## src/rtl/poly_fill_loader_if.sv

```systemverilog
// Handshake and bus bundle between the modulus-polynomial loader, the
// coefficient lookup table, the RAM arbiter and the inversion controller.
interface poly_fill_loader_if #(
  parameter int IDX_W  = 11,
  parameter int DATA_W = 13
);
  logic              start;
  logic              busy;
  logic              done;
  logic [IDX_W-1:0]  fill_index;
  logic [DATA_W-1:0] fill_data;
  logic              wr_en;
  logic              wr_ready;
  logic [IDX_W-1:0]  wr_addr;
  logic [DATA_W-1:0] wr_data;
  logic [DATA_W-1:0] meta_value;

  // The loader side.
  modport master (
    input  start, fill_data, wr_ready,
    output busy, done, fill_index, wr_en, wr_addr, wr_data, meta_value
  );

  // The environment side: controller, lookup table and RAM arbiter.
  modport slave (
    output start, fill_data, wr_ready,
    input  busy, done, fill_index, wr_en, wr_addr, wr_data, meta_value
  );
endinterface

```

## src/rtl/poly_fill_loader.sv

```systemverilog
// Walks the fixed coefficient table for x^p - x - 1, writes coefficients 0..P
// into the inversion RAM, then captures the initial-value slot at META_IDX.
//
// state | meaning
// IDLE  | waiting for start
// FILL  | issuing one RAM write per accepted cycle, addr 0..P
// META  | draining the addr-P write, then latching the META_IDX lookup
// DONE  | one-cycle done pulse, back to IDLE
module poly_fill_loader #(
  parameter int P        = 677,
  parameter int IDX_W    = 11,
  parameter int DATA_W   = 13,
  parameter int META_IDX = 2047
) (
  input logic               clk,
  input logic               rst,
  poly_fill_loader_if.master bus
);

  typedef enum logic [1:0] {
    IDLE = 2'd0,
    FILL = 2'd1,
    META = 2'd2,
    DONE = 2'd3
  } state_t;

  localparam logic [IDX_W-1:0] LAST_IDX  = IDX_W'(P);
  localparam logic [IDX_W-1:0] META_SLOT = IDX_W'(META_IDX);

  state_t            state_q,      state_d;
  logic [IDX_W-1:0]  fill_index_q, fill_index_d;
  logic              wr_en_q,      wr_en_d;
  logic [IDX_W-1:0]  wr_addr_q,    wr_addr_d;
  logic [DATA_W-1:0] wr_data_q,    wr_data_d;
  logic [DATA_W-1:0] meta_q,       meta_d;
  logic              pending;

  // A write already on the bus that the arbiter has not taken freezes everything.
  assign pending = wr_en_q & ~bus.wr_ready;

  always_ff @(posedge clk) begin
    if (rst) begin
      state_q      <= IDLE;
      fill_index_q <= '0;
      wr_en_q      <= 1'b0;
      wr_addr_q    <= '0;
      wr_data_q    <= '0;
      meta_q       <= '0;
    end else begin
      state_q      <= state_d;
      fill_index_q <= fill_index_d;
      wr_en_q      <= wr_en_d;
      wr_addr_q    <= wr_addr_d;
      wr_data_q    <= wr_data_d;
      meta_q       <= meta_d;
    end
  end

  always_comb begin
    state_d = state_q;
    case (state_q)
      IDLE: if (bus.start) state_d = FILL;
      FILL: if (!pending && fill_index_q == LAST_IDX) state_d = META;
      META: if (!pending) state_d = DONE;
      DONE: state_d = IDLE;
      default: state_d = IDLE;
    endcase
  end

  always_comb begin
    fill_index_d = fill_index_q;
    wr_en_d      = wr_en_q;
    wr_addr_d    = wr_addr_q;
    wr_data_d    = wr_data_q;
    meta_d       = meta_q;
    bus.busy     = 1'b0;
    bus.done     = 1'b0;
    case (state_q)
      IDLE: begin
        if (bus.start) fill_index_d = '0;
      end
      FILL: begin
        bus.busy = 1'b1;
        if (!pending) begin
          wr_en_d   = 1'b1;
          wr_addr_d = fill_index_q;
          wr_data_d = bus.fill_data;
          // The jump to the meta slot is explicit; the index never wraps.
          if (fill_index_q == LAST_IDX) fill_index_d = META_SLOT;
          else                          fill_index_d = fill_index_q + IDX_W'(1);
        end
      end
      META: begin
        bus.busy = 1'b1;
        if (!pending) begin
          meta_d  = bus.fill_data;
          wr_en_d = 1'b0;
        end
      end
      DONE: begin
        bus.done     = 1'b1;
        fill_index_d = '0;
      end
      default: begin
        fill_index_d = '0;
        wr_en_d      = 1'b0;
      end
    endcase
  end

  assign bus.fill_index = fill_index_q;
  assign bus.wr_en      = wr_en_q;
  assign bus.wr_addr    = wr_addr_q;
  assign bus.wr_data    = wr_data_q;
  assign bus.meta_value = meta_q;

endmodule

```

## src/flat_wrapper.sv

```systemverilog
// flat-port wrapper written by rule: the top's interface ports become plain ports
module poly_fill_loader_flat 
#(
  parameter int P        = 677,
  parameter int IDX_W    = 11,
  parameter int DATA_W   = 13,
  parameter int META_IDX = 2047
)
  (clk, rst, bus_start, bus_fill_data, bus_wr_ready, bus_busy, bus_done, bus_fill_index, bus_wr_en, bus_wr_addr, bus_wr_data, bus_meta_value);
  poly_fill_loader_if #(.IDX_W(IDX_W), .DATA_W(DATA_W)) bus_i ();
  input logic clk;
  input logic rst;
  input wire logic [$bits(bus_i.start)-1:0] bus_start;
  input wire logic [$bits(bus_i.fill_data)-1:0] bus_fill_data;
  input wire logic [$bits(bus_i.wr_ready)-1:0] bus_wr_ready;
  output wire logic [$bits(bus_i.busy)-1:0] bus_busy;
  output wire logic [$bits(bus_i.done)-1:0] bus_done;
  output wire logic [$bits(bus_i.fill_index)-1:0] bus_fill_index;
  output wire logic [$bits(bus_i.wr_en)-1:0] bus_wr_en;
  output wire logic [$bits(bus_i.wr_addr)-1:0] bus_wr_addr;
  output wire logic [$bits(bus_i.wr_data)-1:0] bus_wr_data;
  output wire logic [$bits(bus_i.meta_value)-1:0] bus_meta_value;
  assign bus_i.start = bus_start;
  assign bus_i.fill_data = bus_fill_data;
  assign bus_i.wr_ready = bus_wr_ready;
  assign bus_busy = bus_i.busy;
  assign bus_done = bus_i.done;
  assign bus_fill_index = bus_i.fill_index;
  assign bus_wr_en = bus_i.wr_en;
  assign bus_wr_addr = bus_i.wr_addr;
  assign bus_wr_data = bus_i.wr_data;
  assign bus_meta_value = bus_i.meta_value;
  poly_fill_loader #(.P(P), .IDX_W(IDX_W), .DATA_W(DATA_W), .META_IDX(META_IDX)) u_core (.clk(clk), .rst(rst), .bus(bus_i));
endmodule
```

## config.mk

```make
export PLATFORM = sky130hd
export DESIGN_NAME = poly_fill_loader_flat
export DESIGN_NICKNAME = d
export VERILOG_FILES = /design/src/rtl/poly_fill_loader_if.sv /design/src/rtl/poly_fill_loader.sv /design/src/flat_wrapper.sv
export SDC_FILE = /design/constraint.sdc
export NUM_CORES = 1
export LEC_CHECK = 0
export CORE_MARGIN = 2
export CORE_UTILIZATION = 32
export CTS_BUF_LIST = sky130_fd_sc_hd__clkbuf_16
export CTS_CLUSTER_SIZE = 10
export DETAILED_ROUTE_END_ITERATION = 7
export RECOVER_POWER = 25
export SETUP_SLACK_MARGIN = 0.05
export SYNTH_ARGS = -nofsm -noshare
export SYNTH_HDL_FRONTEND = slang
export SYNTH_SLANG_ARGS = --single-unit
```

## constraint.sdc

```tcl
create_clock -name clk -period 2.7 [get_ports clk]
set_input_delay 0.81 -clock clk [delete_from_list [all_inputs] [get_ports clk]]
set_output_delay 0.81 -clock clk [all_outputs]
set_load 0.02 [all_outputs]
```

==> results.py <==
metrics = {
    "routing": {
        "dr.pass1.iters": 5,
        "antenna_left": 0,
        "post_drt_wl_per_cell_um": 13.72,
        "drt_drc_violations_left": 0,
        "drtIter0Drc": 82,
        "vias": 2056,
        "viasPerCell": 4.942,
        "wl_um": 5707,
    },
    "sta": {
        "period_needed_ns": 2.499,
        "grt_setup_unrepaired": "false",
        "tightest_slew_ns": 0.8203,
        "finalSetupViolCount": 0,
        "finClkSkew_ns": 0.004086,
        "fin_crit_sh_pct": 92.55,
        "relSlewSlack_pct": 45.31,
        "clock.fmax_mhz": 400.2,
        "finalSetupTns_ns": 0,
        "hold_violations": 0,
        "setup_ws_ns": 0.2011,
        "maxSlewViolCount": 0,
    },
    "place": {
        "io_buffers": 67,
        "dp.cells": 409,
        "place_congestion": 0.7819,
        "dpl-instance-area_mm2": 0.002952,
        "dp_worst_setup_slack_ns": 0.3169,
        "dp_hpwl_um": 4063,
    },
    "floorplan": {
        "die_w_um": 87.43,
        "rows": 30,
        "boundaryPins": 68,
        "die_area_mm2": 0.007643,
        "die_y_um": 87.43,
        "core-area_mm2": 0.006756,
        "start_util_pct": 32.96,
    },
    "yosys": {
        "yosysTopAreaCell": "dfxtp_1",
        "synth_top_area_share_pct": 45.84,
        "synth_warnings": 0,
        "synth_seq_area_share_pct": 45.84,
        "syn_avg_cell_area_um2": 8.158,
        "synth_seq_cells": 51,
        "synth_edf_count": 0,
        "synth_cell_type_count": 40,
        "ys_async_sr_fraction_pct": 0,
        "netlist_area_mm2": 0.002227,
        "synthTopCellsByArea": "dfxtp_1 (46%), nand2_1 (14%), a21oi_1 (10%)",
        "syn_inst": 273,
        "synthFlopType": "dfxtp_1",
        "syn-num-nets": 297,
    },
    "min_path": {
        "hold_path.class": "reg2reg",
    },
    "clocking": {
        "cts_setup_buffers": 0,
        "cts-root-buf": "clkbuf_16",
        "clock_sinks": 51,
        "htree_levels": 2,
        "clockBufferDepth": 2,
        "cts-buffers-inserted": 5,
        "path_clk_slew_ns": 0.06,
        "cts_tree": "done",
        "cts_resized": 0,
        "hold_buffers": 0,
        "clock_latency_ns": 0.28,
    },
    "setup_path": {
        "cpLargestDelayFamily": "buffers and inverters",
        "worst-path-buf-inv": 2,
        "crit_path_start_kind": "register",
        "worstSetupPathType": "reg2out",
        "slowest_delay_ns": 0.62,
        "cp.required_ns": 1.89,
        "critical_path_arrival_ns": 1.69,
        "endpoint_kind": "output port",
        "crit_path_top_delay_cell": "clkdlybuf4s50_1",
        "crit_chain": "inv_1, ha_1, clkdlybuf4s50_1",
        "critPathMaxFanout": 5,
    },
    "global_route": {
        "gr-total-overflow": 0,
        "grt_first_pass_wirelength_um": 9266,
        "grt_pass1_vias": 1942,
        "grt_max_degree": 30,
        "grt_usage_pct": 15.03,
        "antenna_found_initial": 0,
    },
    "layout": {
        "layout-drive-gt1-share_pct": 5.655,
        "diodes": 0,
        "fillers": 690,
        "area_growth_pct": 39.27,
        "nets": 360,
        "final_area_mm2": 0.003102,
        "register_area_mm2": 0.001021,
        "multi_input_area_mm2": 0.001076,
        "fin_cells": 416,
    },
    "flow_run": {
        "drv_cap": 0,
    },
    "power_and_ir_drop": {
        "ir_drop_mv": 0.4559,
        "p_leak_nw": 1.094,
        "p_per_area_mw_per_mm2": 915.8,
    },
    "outcome": {
        "status": "complete, no violations",
    },
}
power by group:
group / leakage, nW / internal (mW) / switching, mW
clock network: 0.0811 / 0.428 / 0.246
logic: 0.599 / 0.478 / 0.747
registers: 0.413 / 0.867 / 0.0747
logic make-up (layout without fill, tap and decap cells):
family	after synthesis	in the layout	share of synthesized area [%]
mux	1	1	0.4495
buf+inv	26	89	5.731
simple gates	117	117	23.43
fa+ha+maj	7	7	3.932
flops	51	51	45.84
compound gates	71	71	20.62
registers in the layout (all words and copies together) (netlist names):
| signal | cells |
|---|---|
| u_core.bus.wr_addr | 11 |
| u_core.bus.fill_index | 11 |
| u_core.bus.wr_data | 13 |
| u_core.bus.meta_value | 13 |
| u_core.state_q | 2 |
| u_core.bus.wr_en | 1 |
synth_stat cells (3+ instances only):
master / n
nand4_1: 5
buf_2: 3
nand2b_1: 3
nor2_1: 8
buf_4: 4
nand2_1: 83
a21oi_1: 45
clkbuf_1: 10
nor3_1: 3
a211oi_1: 3
dfxtp_1: 51
inv_1: 7
o211ai_1: 4
o21ai_0: 6
ha_1: 7
layer usage:
| metal | part of all wire [%] | vias to the layer above | GRT usage [%] |
|---|---|---|---|
| met3 | 4.9 | 4 | 3.412 |
| met1 | 48 | 952 | 21.26 |
| met5 | 0 | - | 0 |
| met2 | 46 | 45 | 23.07 |
| met4 | 0.60 | 0 | 3.776 |
| li1 | - | 1055 | - |
worst paths after layout:
path	from	endpoint	slack [ns]	depth (start not counted)
setup / recovery	u_core.state_q[1]$_SDFFE_PP0P_	bus_busy	0.20	3
hold / removal	u_core.bus.wr_addr[7]$_SDFFE_PP0P_	u_core.bus.wr_addr[7]$_SDFFE_PP0P_	0.45	2
setup reg to reg	u_core.state_q[1]$_SDFFE_PP0P_	u_core.bus.wr_addr[3]$_SDFFE_PP0P_	0.61	6
hold reg to reg	u_core.bus.wr_addr[7]$_SDFFE_PP0P_	u_core.bus.wr_addr[7]$_SDFFE_PP0P_	0.45	2
through the flow:
| stage | hold slack, ns | power (mW) | util, % |
|---|---|---|---|
| after floorplan | 0.4992 | 1.751 | - |
| after global placement | 0.4425 | 2.192 | 43.69 |
| after detailed placement | 0.4488 | 2.206 | 43.69 |
| after CTS | 0.4576 | 2.895 | 46.04 |
| after global routing | 0.4684 | 3.018 | 45.91 |
| final | 0.4507 | 2.841 | 45.91 |
layout by cell type (no fill, tap or decap), drive strengths merged, types with 2 or more instances in the layout:
cell type / synthesis / layout
a2111oi: 2 / 2
a211oi: 4 / 4
a21oi: 46 / 46
a311oi: 2 / 2
a31oi: 2 / 2
and2: 3 / 3
and4bb: 2 / 2
buf: 8 / 7
clkbuf: 11 / 7
clkdlybuf4s50: 0 / 53
dfxtp: 51 / 51
dlygate4sd3: 0 / 13
ha: 7 / 7
inv: 7 / 8
nand2: 83 / 83
nand2b: 3 / 3
nand3: 2 / 2
nand4: 5 / 5
nor2: 8 / 8
nor2b: 2 / 2
nor3: 3 / 3
nor4: 2 / 2
o211ai: 4 / 4
o21ai: 6 / 6
worst reg2reg max path: stages, from the launching register on:
cell and delay [ns]:
dfxtp_1 0.35, inv_1 0.09, ha_1 0.69, and2_1 0.43, buf_4 0.25, nand2_1 0.08
a21oi_1 0.14
layout make-up:
class	count	share of cell area, %
Timing Repair Buffer	75	23.19
Sequential cell	51	32.92
Clock buffer	5	4.034
Multi-Input combinational cell	196	34.69
Clock inverter	2	1.089
Tap cell	80	3.227
Inverter	7	0.8471
Power figures use the tool's default switching activity.
